`src/rtl/dom_rand_pkg.sv`:
```
// Shared definitions for the DOM fresh-randomness source.
// Contents: LFSR width and tap mask, FSM state type, single-step LFSR function.
package dom_rand_pkg;

    localparam int unsigned LFSR_W    = 32;
    localparam logic [31:0] LFSR_TAPS = 32'h80200003; // x^32+x^22+x^2+x+1

    typedef enum logic [1:0] {
        UNSEEDED  = 2'd0,
        RUN       = 2'd1,
        EXHAUSTED = 2'd2
    } rand_state_t;

    // One right-shift Galois step: shifted-out bit folds the taps back in.
    function automatic logic [LFSR_W-1:0] lfsr_step(input logic [LFSR_W-1:0] s);
        logic [LFSR_W-1:0] n;
        n = s >> 1;
        if (s[0]) begin
            n = n ^ LFSR_TAPS;
        end
        return n;
    endfunction

endpackage

```
`src/rtl/dom_rand_gen_lfsr_multistep.sv`:
```
// Combinational multi-step LFSR advance.
// Ports:
//   state      in  32  current LFSR state
//   next_state out 32  state after STEPS Galois steps
module lfsr_multistep
    import dom_rand_pkg::*;
#(
    parameter int unsigned STEPS = 5
) (
    input  logic [LFSR_W-1:0] state,
    output logic [LFSR_W-1:0] next_state
);

    always_comb begin
        next_state = state;
        for (int unsigned i = 0; i < STEPS; i++) begin
            next_state = lfsr_step(next_state);
        end
    end

endmodule

```
`src/rtl/dom_rand_gen.sv`:
```
// Fresh-randomness source for a first-order DOM masked S-box.
// A seeded 32-bit Galois LFSR advances WIDTH_Z steps per accepted draw; the
// low WIDTH_Z bits feed the gadgets' z0 inputs. Use is blocked until seeded
// and again after RESEED_INTERVAL draws until a new nonzero seed arrives.
// Ports:
//   clk, rst    clock, asynchronous active-high reset
//   seed_valid  in   seed offered
//   seed_ready  out  always 1
//   seed_data   in   32-bit new LFSR state (zero is rejected)
//   seed_err    out  one-cycle pulse after a zero seed was rejected
//   z_req       in   consumer takes z_out this cycle
//   z_valid     out  z_out fresh and unused
//   z_out       out  WIDTH_Z resharing bits
//   reseed_req  out  high while unseeded or exhausted
module dom_rand_gen
    import dom_rand_pkg::*;
#(
    parameter int unsigned WIDTH_Z         = 5,
    parameter int unsigned RESEED_INTERVAL = 1024
) (
    input  logic               clk,
    input  logic               rst,
    input  logic               seed_valid,
    output logic               seed_ready,
    input  logic [31:0]        seed_data,
    output logic               seed_err,
    input  logic               z_req,
    output logic               z_valid,
    output logic [WIDTH_Z-1:0] z_out,
    output logic               reseed_req
);

    localparam int unsigned CNT_W = $clog2(RESEED_INTERVAL + 1);
    localparam logic [CNT_W-1:0] CNT_MAX = CNT_W'(RESEED_INTERVAL);

    logic [LFSR_W-1:0] state_q, state_d, state_adv;
    logic [CNT_W-1:0]  cnt_q, cnt_d;
    rand_state_t       fsm_q, fsm_d;
    logic              seed_err_q, seed_err_d;
    logic              z_valid_q, reseed_req_q;
    logic              seed_ok, seed_zero, draw;

    lfsr_multistep #(
        .STEPS (WIDTH_Z)
    ) u_multistep (
        .state      (state_q),
        .next_state (state_adv)
    );

    assign seed_ready = 1'b1;
    assign seed_ok    = seed_valid && (seed_data != '0);
    assign seed_zero  = seed_valid && (seed_data == '0);
    assign draw       = z_req && z_valid_q;

    always_comb begin
        state_d    = state_q;
        cnt_d      = cnt_q;
        fsm_d      = fsm_q;
        seed_err_d = seed_zero;
        // A valid seed overrides a coincident draw: the consumed bits are
        // discarded along with the old state.
        if (seed_ok) begin
            state_d = seed_data;
            cnt_d   = '0;
            fsm_d   = RUN;
        end else if (draw) begin
            state_d = state_adv;
            if (cnt_q != CNT_MAX) begin
                cnt_d = cnt_q + 1'b1;
            end
            if (cnt_d == CNT_MAX) begin
                fsm_d = EXHAUSTED;
            end
        end
    end

    always_ff @(posedge clk or posedge rst) begin
        if (rst) begin
            state_q      <= '0;
            cnt_q        <= '0;
            fsm_q        <= UNSEEDED;
            seed_err_q   <= 1'b0;
            z_valid_q    <= 1'b0;
            reseed_req_q <= 1'b1;
        end else begin
            state_q      <= state_d;
            cnt_q        <= cnt_d;
            fsm_q        <= fsm_d;
            seed_err_q   <= seed_err_d;
            // Decoded from the next state so the outputs come straight off flops.
            z_valid_q    <= (fsm_d == RUN);
            reseed_req_q <= (fsm_d != RUN);
        end
    end

    assign seed_err   = seed_err_q;
    assign z_valid    = z_valid_q;
    assign reseed_req = reseed_req_q;
    assign z_out      = state_q[WIDTH_Z-1:0];

endmodule

```
`config.mk`:
```
export PLATFORM = sky130hd
export DESIGN_NAME = dom_rand_gen
export DESIGN_NICKNAME = d
export VERILOG_FILES = /design/src/rtl/dom_rand_pkg.sv /design/src/rtl/dom_rand_gen_lfsr_multistep.sv /design/src/rtl/dom_rand_gen.sv
export SDC_FILE = /design/constraint.sdc
export NUM_CORES = 1
export LEC_CHECK = 0
export CAP_MARGIN = 5
export CORE_UTILIZATION = 53
export CTS_CLUSTER_DIAMETER = 120
export CTS_CLUSTER_SIZE = 14
export DETAILED_ROUTE_END_ITERATION = 8
export GPL_ROUTABILITY_DRIVEN = 0
export PLACE_DENSITY = 0.83
export SYNTH_ARGS = -nofsm -noshare
export SYNTH_HDL_FRONTEND = slang
export SYNTH_SLANG_ARGS = --single-unit
```
`constraint.sdc`:
```
create_clock -name clk -period 2.52 [get_ports clk]
set_input_delay 0.504 -clock clk [delete_from_list [all_inputs] [get_ports clk]]
set_output_delay 0.504 -clock clk [all_outputs]
set_load 0.02 [all_outputs]
```
Word-level counts from Yosys, hierarchy flattened:

Index checks and enable logic that the tools add are counted.

* reduce and logical (&&, ||, !) cells: 6
* multiplexer cells: 15
* add/sub/neg operators: 1
* equality and inequality tests: 4
* bitwise gates (word level): 5

Operators by type and width (number)
* 2-to-1 mux 32 bit: 7
* 2-to-1 mux 11 bit: 5
* logical NOT 32 bit: 1
* nonzero test 32 bit: 1
* inverter 3 -> 4 bit: 5
* adder 11 x 1 -> 11 bit (second input constant): 1
* == test 11 bit (second input constant): 1
* inequality test 11 bit (second input constant): 1
* 2-to-1 mux 2 bit: 3
* logical AND 1 bit: 3
* == test 2 x 1 -> 1 bit (second input constant): 1
* inequality test 2 x 1 -> 1 bit (second input constant): 1
* nonzero test 2 bit: 1

* register bits: 48
* logic and storage cells: 37
* bits of input ports: 36
* output and inout port bits: 9

Longest topological paths before layout:

Gate-level depths: netlist of run 1.

* depth in word-level cells: 12
* mapped depth: 7
* gate-level depth less buffers: 7

By module:

From an unflattened synthesis of run 1, not the netlist that was laid out.

* cell total of the unflattened synthesis: 296
* area, all modules: 2862.7 um^2

By module, submodules not included
* dom_rand_gen: area an instance 2527.4 um^2, instances 1, sequential area each 1202.4 um^2, cells each 260
* lfsr_multistep: area an instance 335.3 um^2, instances 1, sequential area each 0.0 um^2, cells each 36

Least setup slack after synthesis of run 1:

OpenSTA, ideal clock, no wires.

* kind: flip-flop to flip-flop
* start point: register cnt_q[0]
* end point: register z_valid_q, in the netlist z_valid
* cell stages (with the launch flop): 7
* path slack: 554 ps
* required time: 2375 ps
* period minus slack after synthesis: 1966 ps
* path buffers: 0
* setup time: 145 ps
* data arrival time: 1821 ps
* cell sequence: dfrtp_1 -> ha_1 -> nand3_1 -> or4_1 -> a222oi_1 -> o2111a_2 -> o21ai_0

* longest elaborated chain between the ends: 9
* elaborated cells on any way between the ends: 10
* classes of those cells: add/sub: 1; eq/ne: 3; mux: 6

Ends and longest elaborated chain
* from (decl): line dom_rand_gen.sv:37 `logic [CNT_W-1:0] cnt_q, cnt_d;`
* from (signal assigned): line dom_rand_gen.sv:87 `cnt_q <= cnt_d;`
* adder 11 x 1 -> 11 bit or inequality test 11 bit (tied branches): line dom_rand_gen.sv:69, dom_rand_gen.sv:68
* 2-to-1 mux 11 bit (*): line dom_rand_gen.sv:68 `if (cnt_q != CNT_MAX) begin`
* 2-to-1 mux 11 bit (*): line dom_rand_gen.sv:66 `end else if (draw) begin`
* 2-to-1 mux 11 bit (*): line dom_rand_gen.sv:62 `if (seed_ok) begin`
* == test 11 bit (*): line dom_rand_gen.sv:71 `if (cnt_d == CNT_MAX) begin`
* 2-to-1 mux 2 bit (*): line dom_rand_gen.sv:71
* 2-to-1 mux 2 bit (*): line dom_rand_gen.sv:66
* 2-to-1 mux 2 bit (*): line dom_rand_gen.sv:62
* == test 2 x 1 -> 1 bit (*): line dom_rand_gen.sv:91 `z_valid_q <= (fsm_d == RUN);`
* to (signal assigned): line dom_rand_gen.sv:91
* to (decl): line dom_rand_gen.sv:40 `logic z_valid_q, reseed_req_q;`

Every way passes the cells marked *; elsewhere a longest branch is shown, timed or not. The select of a mux whose other input is x is not followed.
A chain may end at the register's enable or synchronous reset.

Final worst setup path of run 1:

Ends and elaborated chain as after synthesis.

==> results of run 1 <==
## synthesized netlist by cell type, types with 2 or more instances
| cell | count |
|---|---|
| buf_2 | 2 |
| clkbuf_1 | 14 |
| a21oi_1 | 10 |
| nor3_1 | 8 |
| nor2_1 | 23 |
| nand3_1 | 6 |
| xnor2_1 | 14 |
| nand2_1 | 43 |
| o21a_1 | 3 |
| ha_1 | 2 |
| nor4_1 | 10 |
| buf_4 | 6 |
| o21ai_0 | 38 |
| dfrtp_1 | 47 |
| mux2i_1 | 24 |
| inv_1 | 8 |
| xor2_1 | 7 |
| nand4_1 | 2 |
## worst reg2reg max path: stages (launching register included)
cell and delay (ps):
dfrtp_1 470, ha_1 360, nand3_1 160, or4_1 430
a222oi_1 350, o2111a_2 310, o21ai_0 100
## stage by stage
step                power (uW)  utilization (%)  setup WS (ps)
floorplan                 1340                -          553.8
global placement          1500            65.80          64.72
detailed placement        1521            65.80          44.09
CTS                       2114            68.34          246.7
global route              2229            68.34          73.74
finish                    2115            68.34          236.2
## layer usage
layer	track usage (%)	vias up	part of all wire (%)
li1	-	1060	-
met1	36.24	1119	45
met2	43.93	82	49
met3	5.525	12	4.6
met4	9.150	0	1.9
met5	0	-	0
## flip-flops by register name, indices dropped and copies added (netlist names)
register and count:
cnt_q 11, fsm_q 2, reseed_req 1, seed_err 1, state_q 32, z_valid 1
## cell type report
type,instances,area share [%]
inverter,8,0.9181
clock inverter,2,1.186
sequential,48,36.76
tap,67,2.563
clock buffer,6,2.525
timing repair buffer,51,15.76
multi-input combinational,211,40.28
## layout by cell type, fill, tap and decap left out, types with 2 or more instances in the layout
cell              n
dfrtp_1          47
nand2_1          43
clkdlybuf4s50_1  43
o21ai_0          38
mux2i_1          24
nor2_1           23
xnor2_1          14
nor4_1           10
a21oi_1          10
nor3_1            8
xor2_1            7
inv_1             7
nand3_1           6
clkbuf_8          6
buf_4             6
nand4_1           2
o21a_1            2
ha_1              2
buf_12            2
## where the power goes
group | total, uW | switching, uW | leakage [uW] | internal (uW)
Sequential | 944 | 88.1 | 0.000596 | 856
Combinational | 574 | 278 | 0.000753 | 296
Clock | 597 | 272 | 0.0000614 | 325
Total | 2110 | 638 | 0.00141 | 1480
## worst min-delay path by stage
| stage | slack, ps | endpoint | startpoint |
|---|---|---|---|
| 4_1_cts | 510 | fsm_q[1] | fsm_q[1] |
| 2_1_floorplan | 460 | fsm_q[1] | fsm_q[1] |
| 3_5_place_dp | 490 | fsm_q[1] | fsm_q[1] |
| 3_3_place_gp | 460 | fsm_q[1] | fsm_q[1] |
| 6_report | 500 | fsm_q[1] | fsm_q[1] |
| 5_1_grt | 520 | fsm_q[1] | fsm_q[1] |
## cells by family after synthesis
group / synth area share (%)
fa+ha+maj: 0.9384
other cells: 0.1406
xor+xnor: 8.634
compound gates: 12.11
simple gates: 18.54
buf+inv: 5.537
flops: 45.10
mux: 9.010
==> impl_metrics.env, run 1 <==
export IMPL_startpoint_type="register"
export IMPL_grt_pass1_vias=2200
export IMPL_slowest_stage="dfrtp_1"
export IMPL_cp_required_ps=2720
export IMPL_first_iter_violations=193
export IMPL_ios=45
export IMPL_r2r_end="z_valid"
export IMPL_dieHeight_um=72.93
export IMPL_ys_flop_type="dfrtp_1"
export IMPL_slowest_delay_ps=470
export IMPL_syn_instance_count=290
export IMPL_viasPerCell=5.784
export IMPL_hold_violations=0
export IMPL_synth_cell_type_count=41
export IMPL_clock_fmax_mhz=437.9
export IMPL_track_usage_pct=27.02
export IMPL_hp_class="register to register"
export IMPL_finalInstanceArea_sq_mm=0.003271
export IMPL_antenna_found_initial=0
export IMPL_post_cts_buffers=0
export IMPL_path_cells="ha_1, nand3_1, or4_1, a222oi_1, o2111a_2, o21ai_0"
export IMPL_startpoint="cnt_q[0]"
export IMPL_peakVddDrop_mv=0.5320
export IMPL_placed_cells=385
export IMPL_path_class="register to register"
export IMPL_worst_pin_slew_ps=512.3
export IMPL_path_delay_family="compound AO/OA/AOI/OAI gates"
export IMPL_die_w_um=72.93
export IMPL_die_area_sq_mm=0.005318
export IMPL_worstSetupEndpoint="z_valid"
export IMPL_holdBufCountCts=0
export IMPL_drive_above_1_share_pct=7.975
export IMPL_slew_viol_final=0
export IMPL_p_leak_uw=0.001410
export IMPL_ant_nets=0
export IMPL_cp_num_buf_inv=0
export IMPL_setup_viol=0
export IMPL_cts_sinks=48
export IMPL_totalWireLength_um=6303
export IMPL_synth_avg_cell_area_sq_um=9.194
export IMPL_nets=363
export IMPL_skew_ps=8.237
export IMPL_r2r_slack_ps=240
export IMPL_fillCellCount=393
export IMPL_worstRegToRegCells=6
export IMPL_crit_path_end_kind="register"
export IMPL_start_util_pct=55.71
export IMPL_maxCapViolations=0
export IMPL_core_area_sq_mm=0.004786
export IMPL_relSlewSlack_pct=65.53
export IMPL_status="finished, final reports clean"
export IMPL_clockRootBuffer="clkbuf_8"
export IMPL_synth_edf_count=0
export IMPL_setup_tns_ps=0
export IMPL_cts_tree="yes"
export IMPL_diodes=0
export IMPL_clockBufferDepth=2
export IMPL_fin_crit_ps=2284
export IMPL_ys_seq_area_share_pct=45.10
export IMPL_powerDensity_mw_per_mm2=646.6
export IMPL_ctsResizeCount=0
export IMPL_netlist_area_sq_mm=0.002666
export IMPL_portBuffers=43
export IMPL_yosysTopAreaCellShare_pct=44.11
export IMPL_period_share_pct=90.63
export IMPL_num_vias=2273
export IMPL_cp_max_fo=7
export IMPL_grt_overflow=0
export IMPL_r2r_start="cnt_q[0]"
export IMPL_grt_max_degree=49
export IMPL_cp_depth=6
export IMPL_clock_latency_ps=310
export IMPL_instances_no_fill=393
export IMPL_syn_nets=328
export IMPL_cts_max_level=2
export IMPL_placementRows=25
export IMPL_rsz0062_at_grt="false"
export IMPL_ys_top_cells_by_area="dfrtp_1 (44%), mux2i_1 (9.0%), o21ai_0 (7.1%), nand2_1 (6.1%), xnor2_1 (4.6%)"
export IMPL_drtPass1Iterations=4
export IMPL_route_detailed_drc=0
export IMPL_place_area_sq_mm=0.003149
export IMPL_hold_path_depth=1
export IMPL_clkSlewWorstSetupHoldPaths_ps=90
export IMPL_crit_arrival_ps=2490
export IMPL_regArea_sq_mm=0.001202
export IMPL_layout_area_overhead_vs_synth_pct=22.67
export IMPL_synthArstFlopShare_pct=100.0
export IMPL_synth_seq_cells=48
export IMPL_multi_input_area_sq_mm=0.001318
export IMPL_hold_ws_ps=503.3
export IMPL_wl_per_cell_um=16.04
export IMPL_grt_pass1_wl_um=10600
export IMPL_dpl_hpwl_um=4516
export IMPL_cts_buffers=5
export IMPL_yosysTopAreaCell="dfrtp_1"
export IMPL_yosysWarnings=0
Power figures use the tool's default switching activity.
==> run 2, diff against run 1 <==
--- a/config.mk
+++ b/config.mk
@@ -12,6 +12,7 @@
 export DETAILED_ROUTE_END_ITERATION = 8
 export GPL_ROUTABILITY_DRIVEN = 0
 export PLACE_DENSITY = 0.83
+export REMOVE_ABC_BUFFERS = 1
 export SYNTH_ARGS = -nofsm -noshare
 export SYNTH_HDL_FRONTEND = slang
 export SYNTH_SLANG_ARGS = --single-unit
==> constraint.sdc (replaced) <==
create_clock -name clk -period 2.5 [get_ports clk]
set_input_delay 0.5 -clock clk [delete_from_list [all_inputs] [get_ports clk]]
set_output_delay 0.5 -clock clk [all_outputs]
set_load 0.02 [all_outputs]
==> run 2 against run 1 <==
  * Wire length fell by 8.3%
  * Sequential power barely moved
  * Sequential cell count is the same
  * Via count down 5.0%
  * Fmax rose by 1.9%
==> impl_metrics.env, run 2 (synthesized netlist as in run 1, its figures left out) <==
export IMPL_status="finished, final reports clean"
export IMPL_core_area_sq_mm=0.004786
export IMPL_wl_per_cell_um=14.82
export IMPL_layout_cells_most_common="dfrtp_1"
export IMPL_drive_above_1_share_pct=7.121
export IMPL_clkPwrFrac_pct=28.8
export IMPL_top_register="state_q"
export IMPL_hp_class="register to register"
export IMPL_diodes=0
export IMPL_clockRootBuffer="clkbuf_8"
export IMPL_antenna_found_initial=0
export IMPL_hold_violations=0
export IMPL_r2r_start="cnt_q[0]"
export IMPL_portBuffers=43
export IMPL_grt_pass1_vias=2036
export IMPL_r2r_slack_ps=260
export IMPL_swShare_pct=28.60
export IMPL_p_sw_uw=605.5
export IMPL_p_leak_uw=0.001398
export IMPL_clock_latency_ps=300
export IMPL_viasPerCell=5.536
export IMPL_holdBufCountCts=0
export IMPL_cp_required_ps=2650
export IMPL_ios=45
export IMPL_start_util_pct=55.71
export IMPL_num_vias=2159
export IMPL_nets=360
export IMPL_drtPass1Iterations=4
export IMPL_grt_max_degree=47
export IMPL_power_uw=2117
export IMPL_rsz0062_at_grt="false"
export IMPL_cts_sinks=48
export IMPL_worstRegToRegCells=6
export IMPL_fillCellCount=375
export IMPL_cp_max_fo=7
export IMPL_die_w_um=72.93
export IMPL_layout_area_overhead_vs_synth_pct=22.01
export IMPL_cts_tree="yes"
export IMPL_reg_top3="state_q (32), cnt_q (11), fsm_q (2)"
export IMPL_peakVddDrop_mv=0.5660
export IMPL_crit_path_end_kind="register"
export IMPL_dpl_hpwl_um=4290
export IMPL_clock_fmax_mhz=446.3
export IMPL_post_cts_buffers=0
export IMPL_place_ws_ps=-6.874
export IMPL_worst_pin_slew_ps=537.2
export IMPL_placementRows=25
export IMPL_clkSlewWorstSetupHoldPaths_ps=90
export IMPL_slew_viol_final=0
export IMPL_die_area_sq_mm=0.005318
export IMPL_totalWireLength_um=5779
export IMPL_fin_crit_ps=2240
export IMPL_relSlewSlack_pct=63.94
export IMPL_skew_ps=8.749
export IMPL_clockBufferDepth=2
export IMPL_ant_nets=0
export IMPL_ctsResizeCount=0
export IMPL_p_comb_share_pct=26.6
export IMPL_r2r_end="fsm_q[0]"
export IMPL_first_iter_violations=101
export IMPL_cts_max_level=2
export IMPL_setup_tns_ps=0
export IMPL_path_class="register to register"
export IMPL_period_share_pct=89.62
export IMPL_p_seq_share_pct=44.6
export IMPL_largest_register_ffs=32
export IMPL_startpoint="cnt_q[0]"
export IMPL_power_internal_uw=1511
export IMPL_powerDensity_mw_per_mm2=650.7
export IMPL_layout_common_cells="dfrtp_1 (47), nand2_1 (43), clkdlybuf4s50_1 (43)"
export IMPL_startpoint_type="register"
export IMPL_track_usage_pct=24.42
export IMPL_maxCapViolations=0
export IMPL_dieHeight_um=72.93
export IMPL_grt_pass1_wl_um=9687
export IMPL_grt_overflow=0
export IMPL_route_detailed_drc=0
export IMPL_setup_ws_ps=259.6
export IMPL_setup_viol=0
export IMPL_crit_arrival_ps=2390
export IMPL_cts_buffers=5
export IMPL_worstSetupEndpoint="fsm_q[0]"
## run 2: cell count changes in the layout (fill, tap and decap cells not counted), sizes merged
cell / before / now
clkbuf: 6 / 7
buf: 8 / 5
clkinv: 1 / 0
## run 2: final cells by class
| class | instances | area (sq um) | area share, % |
|---|---|---|---|
| Inverter | 8 | 30.03 | 0.9231 |
| Multi-Input combinational cell | 211 | 1318 | 40.50 |
| Clock inverter | 1 | 30.03 | 0.9231 |
| Clock buffer | 7 | 96.34 | 2.962 |
| Sequential cell | 48 | 1202 | 36.96 |
| Timing Repair Buffer | 48 | 493.0 | 15.15 |
| Tap cell | 67 | 83.83 | 2.577 |
## run 2: how the worst min path moves through the flow
stage | slack, ps | startpoint | to | depth (start not counted)
floorplan | 460 | fsm_q[1] | fsm_q[1] | 1
global placement | 460 | fsm_q[1] | fsm_q[1] | 1
detailed placement | 480 | fsm_q[1] | fsm_q[1] | 1
CTS | 500 | fsm_q[1] | fsm_q[1] | 1
global route | 530 | fsm_q[1] | fsm_q[1] | 1
finish | 490 | fsm_q[1] | fsm_q[1] | 1
## run 2: critical path: stages (launching register included)
cell and delay [ps]:
dfrtp_1 450, ha_1 320, nand3_1 140, or4_1 420, a222oi_1 350, o2111a_2 300
o21ai_0 90
## run 2: layer usage
| metal | wire length, um | vias up | global-route usage (%) |
|---|---|---|---|
| li1 | - | 1055 | - |
| met1 | 2581 | 1042 | 32.06 |
| met2 | 2923 | 57 | 41.85 |
| met3 | 219 | 5 | 4.696 |
| met4 | 55 | 0 | 5.882 |
| met5 | 0 | - | 0 |
## run 2: power by group through the flow
| stage | logic (uW) | registers [uW] | clock network (uW) |
|---|---|---|---|
| floorplan | 359 | 956 | 0 |
| global placement | 546 | 956 | 0 |
| detailed placement | 564 | 957 | 0 |
| CTS | 568 | 944 | 614 |
| global route | 619 | 957 | 653 |
| finish | 563 | 944 | 609 |
## run 2: through the flow
stage | cells | hold WS, ps | area, sq um | util, %
floorplan | 267 | 455.3 | 2549 | -
global route | 390 | 526.9 | 3253 | 67.97
CTS | 390 | 496.1 | 3253 | 67.97
detailed placement | 382 | 475.9 | 3127 | 65.33
finish | 390 | 492.6 | 3253 | 67.97
global placement | 382 | 463.8 | 3127 | 65.33
==> run 3, diff against run 2 <==
--- a/config.mk
+++ b/config.mk
@@ -6,12 +6,13 @@
 export NUM_CORES = 1
 export LEC_CHECK = 0
 export CAP_MARGIN = 5
-export CORE_UTILIZATION = 53
+export CORE_UTILIZATION = 63
 export CTS_CLUSTER_DIAMETER = 120
 export CTS_CLUSTER_SIZE = 14
 export DETAILED_ROUTE_END_ITERATION = 8
+export DONT_BUFFER_PORTS = 1
 export GPL_ROUTABILITY_DRIVEN = 0
-export PLACE_DENSITY = 0.83
+export PLACE_DENSITY = 0.82
 export REMOVE_ABC_BUFFERS = 1
 export SYNTH_ARGS = -nofsm -noshare
 export SYNTH_HDL_FRONTEND = slang
==> run 3 against run 2 <==
  * Sequential cell count stayed put
  * Combinational power shrank 21%
  * First-iteration DRC count rose to 2.8 times the previous value
  * Clock power is 6.9% higher
  * Sequential power increased by 2.3%
  * Die area is 15% lower
  * Clock-buffer cell count shrank 2
  * Critical path depth did not move
  * Register-to-register slack better by 40 ps
  * Clock skew rose by 1.8 ps
  * Fmax grew 1.8%
  * Critical path type unchanged
  * Critical endpoint is now z_valid
  * Largest power group unchanged
==> impl_metrics.env, run 3 (synthesized netlist as in run 1, its figures left out) <==
export IMPL_portBuffers=0
export IMPL_drive_above_1_share_pct=8.185
export IMPL_dieHeight_um=67.06
export IMPL_clock_latency_ps=310
export IMPL_path_class="register to register"
export IMPL_viasPerCell=6.202
export IMPL_die_w_um=67.06
export IMPL_start_util_pct=66.18
export IMPL_cp_required_ps=2660
export IMPL_clkSlewWorstSetupHoldPaths_ps=90
export IMPL_layout_cells_most_common="dfrtp_1"
export IMPL_status="finished, final reports clean"
export IMPL_first_iter_violations=279
export IMPL_num_vias=2053
export IMPL_startpoint_type="register"
export IMPL_track_usage_pct=29.31
export IMPL_slowest_delay_ps=450
export IMPL_grt_max_degree=39
export IMPL_setup_viol=0
export IMPL_hold_violations=0
export IMPL_nets=319
export IMPL_layout_area_overhead_vs_synth_pct=5.349
export IMPL_die_area_sq_mm=0.004496
export IMPL_ctsResizeCount=0
export IMPL_core_area_sq_mm=0.004029
export IMPL_clock_fmax_mhz=454.2
export IMPL_slew_viol_final=0
export IMPL_route_detailed_drc=0
export IMPL_antenna_found_initial=0
export IMPL_grt_pass1_vias=1977
export IMPL_cts_max_level=2
export IMPL_cts_buffers=5
export IMPL_crit_arrival_ps=2360
export IMPL_grt_pass1_wl_um=9487
export IMPL_wl_per_cell_um=17.64
export IMPL_setup_tns_ps=0
export IMPL_cts_tree="yes"
export IMPL_dpl_hpwl_um=4272
export IMPL_post_cts_buffers=0
export IMPL_placed_cells=323
export IMPL_period_share_pct=88.07
export IMPL_slowest_stage="dfrtp_1"
export IMPL_worst_pin_slew_ps=571.4
export IMPL_layout_common_cells="dfrtp_1 (47), nand2_1 (43), o21ai_0 (38)"
export IMPL_diodes=0
export IMPL_relSlewSlack_pct=61.63
export IMPL_drtPass1Iterations=4
export IMPL_skew_ps=10.54
export IMPL_top_register="state_q"
export IMPL_powerDensity_mw_per_mm2=734.1
export IMPL_fillCellCount=316
export IMPL_grt_overflow=0
export IMPL_hp_class="input pin to register"
export IMPL_placementRows=23
export IMPL_clockBufferDepth=2
export IMPL_fin_crit_ps=2202
export IMPL_clockRootBuffer="clkbuf_8"
export IMPL_crit_path_end_kind="register"
export IMPL_p_leak_uw=0.001235
export IMPL_peakVddDrop_mv=0.5142
export IMPL_ios=45
export IMPL_cp_max_fo=7
export IMPL_path_cells="ha_1, nand3_1, or4_1, a222oi_1, o2111a_2, o21ai_0"
export IMPL_holdBufCountCts=1
export IMPL_totalWireLength_um=5840
export IMPL_instances_no_fill=331
export IMPL_rsz0062_at_grt="false"
export IMPL_ant_nets=0
export IMPL_cts_sinks=48
export IMPL_largest_register_ffs=32
export IMPL_maxCapViolations=0
export IMPL_reg_top3="state_q (32), cnt_q (11), fsm_q (2)"
run 3: cell count changes in the layout (fill, tap and decap cells not counted):
cell             change
buf_12               -1
buf_4                +2
bufinv_16            +1
clkbuf_8             -2
clkdlybuf4s50_1     -43
dlygate4sd3_1        +1
run 3: worst paths after layout:
kind                       startpoint  endpoint  cells past startpoint  slack [ps]
hold reg to reg              fsm_q[1]  fsm_q[1]                      1         510
max in group asynchronous         rst  cnt_q[2]                      3        1390
hold / removal             seed_valid  seed_err                      2         300
setup reg to reg             cnt_q[0]   z_valid                      6         300
setup / recovery             cnt_q[0]   z_valid                      6         300
min in group asynchronous         rst  cnt_q[4]                      2         550
run 3: where the power goes:
part	switching, uW	internal, uW	leakage, uW	total (uW)
Clock	257	394	0.0000642	651
Sequential	104	862	0.000596	966
Combinational	225	220	0.000575	445
run 3: area by class of cell:
cell class / instances / area [sq um] / area share [%]
Multi-Input combinational cell: 211 / 1318 / 46.90
Sequential cell: 48 / 1202 / 42.81
Clock buffer: 5 / 68.82 / 2.450
Timing Repair Buffer: 7 / 67.56 / 2.405
Tap cell: 50 / 62.56 / 2.227
Clock inverter: 2 / 60.06 / 2.138
Inverter: 8 / 30.03 / 1.069
run 3: per-stage QoR:
stage | hold slack (ps) | setup WS [ps] | utilization, % | power [uW] | cell area [sq um]
5_1_grt | 299.0 | 145.8 | 69.72 | 2168 | 2809
4_1_cts | 290.9 | 304.7 | 69.72 | 2072 | 2809
6_report | 295.3 | 298.1 | 69.72 | 2062 | 2809
2_1_floorplan | 455.3 | 334.9 | - | 1316 | 2549
3_5_place_dp | 318.1 | 335.7 | 66.27 | 1429 | 2670
3_3_place_gp | 318.7 | 438.7 | 66.27 | 1403 | 2670
run 3: critical path, delay by kind of cell (launching register included):
| kind | cells | cell delay, ps |
|---|---|---|
| flip-flops | 1 | 450 |
| adder cells (fa/ha/maj) | 1 | 310 |
| AND/OR/NAND/NOR | 2 | 580 |
| AO/OA/AOI/OAI | 3 | 720 |
run 3: per-layer routing:
metal | global-route usage [%] | wire (um) | up-vias
met1 | 38.73 | 2615 | 998
met5 | 0 | 0 | -
met4 | 10.37 | 104 | 0
met3 | 6.678 | 399 | 11
li1 | - | - | 971
met2 | 46.75 | 2720 | 73
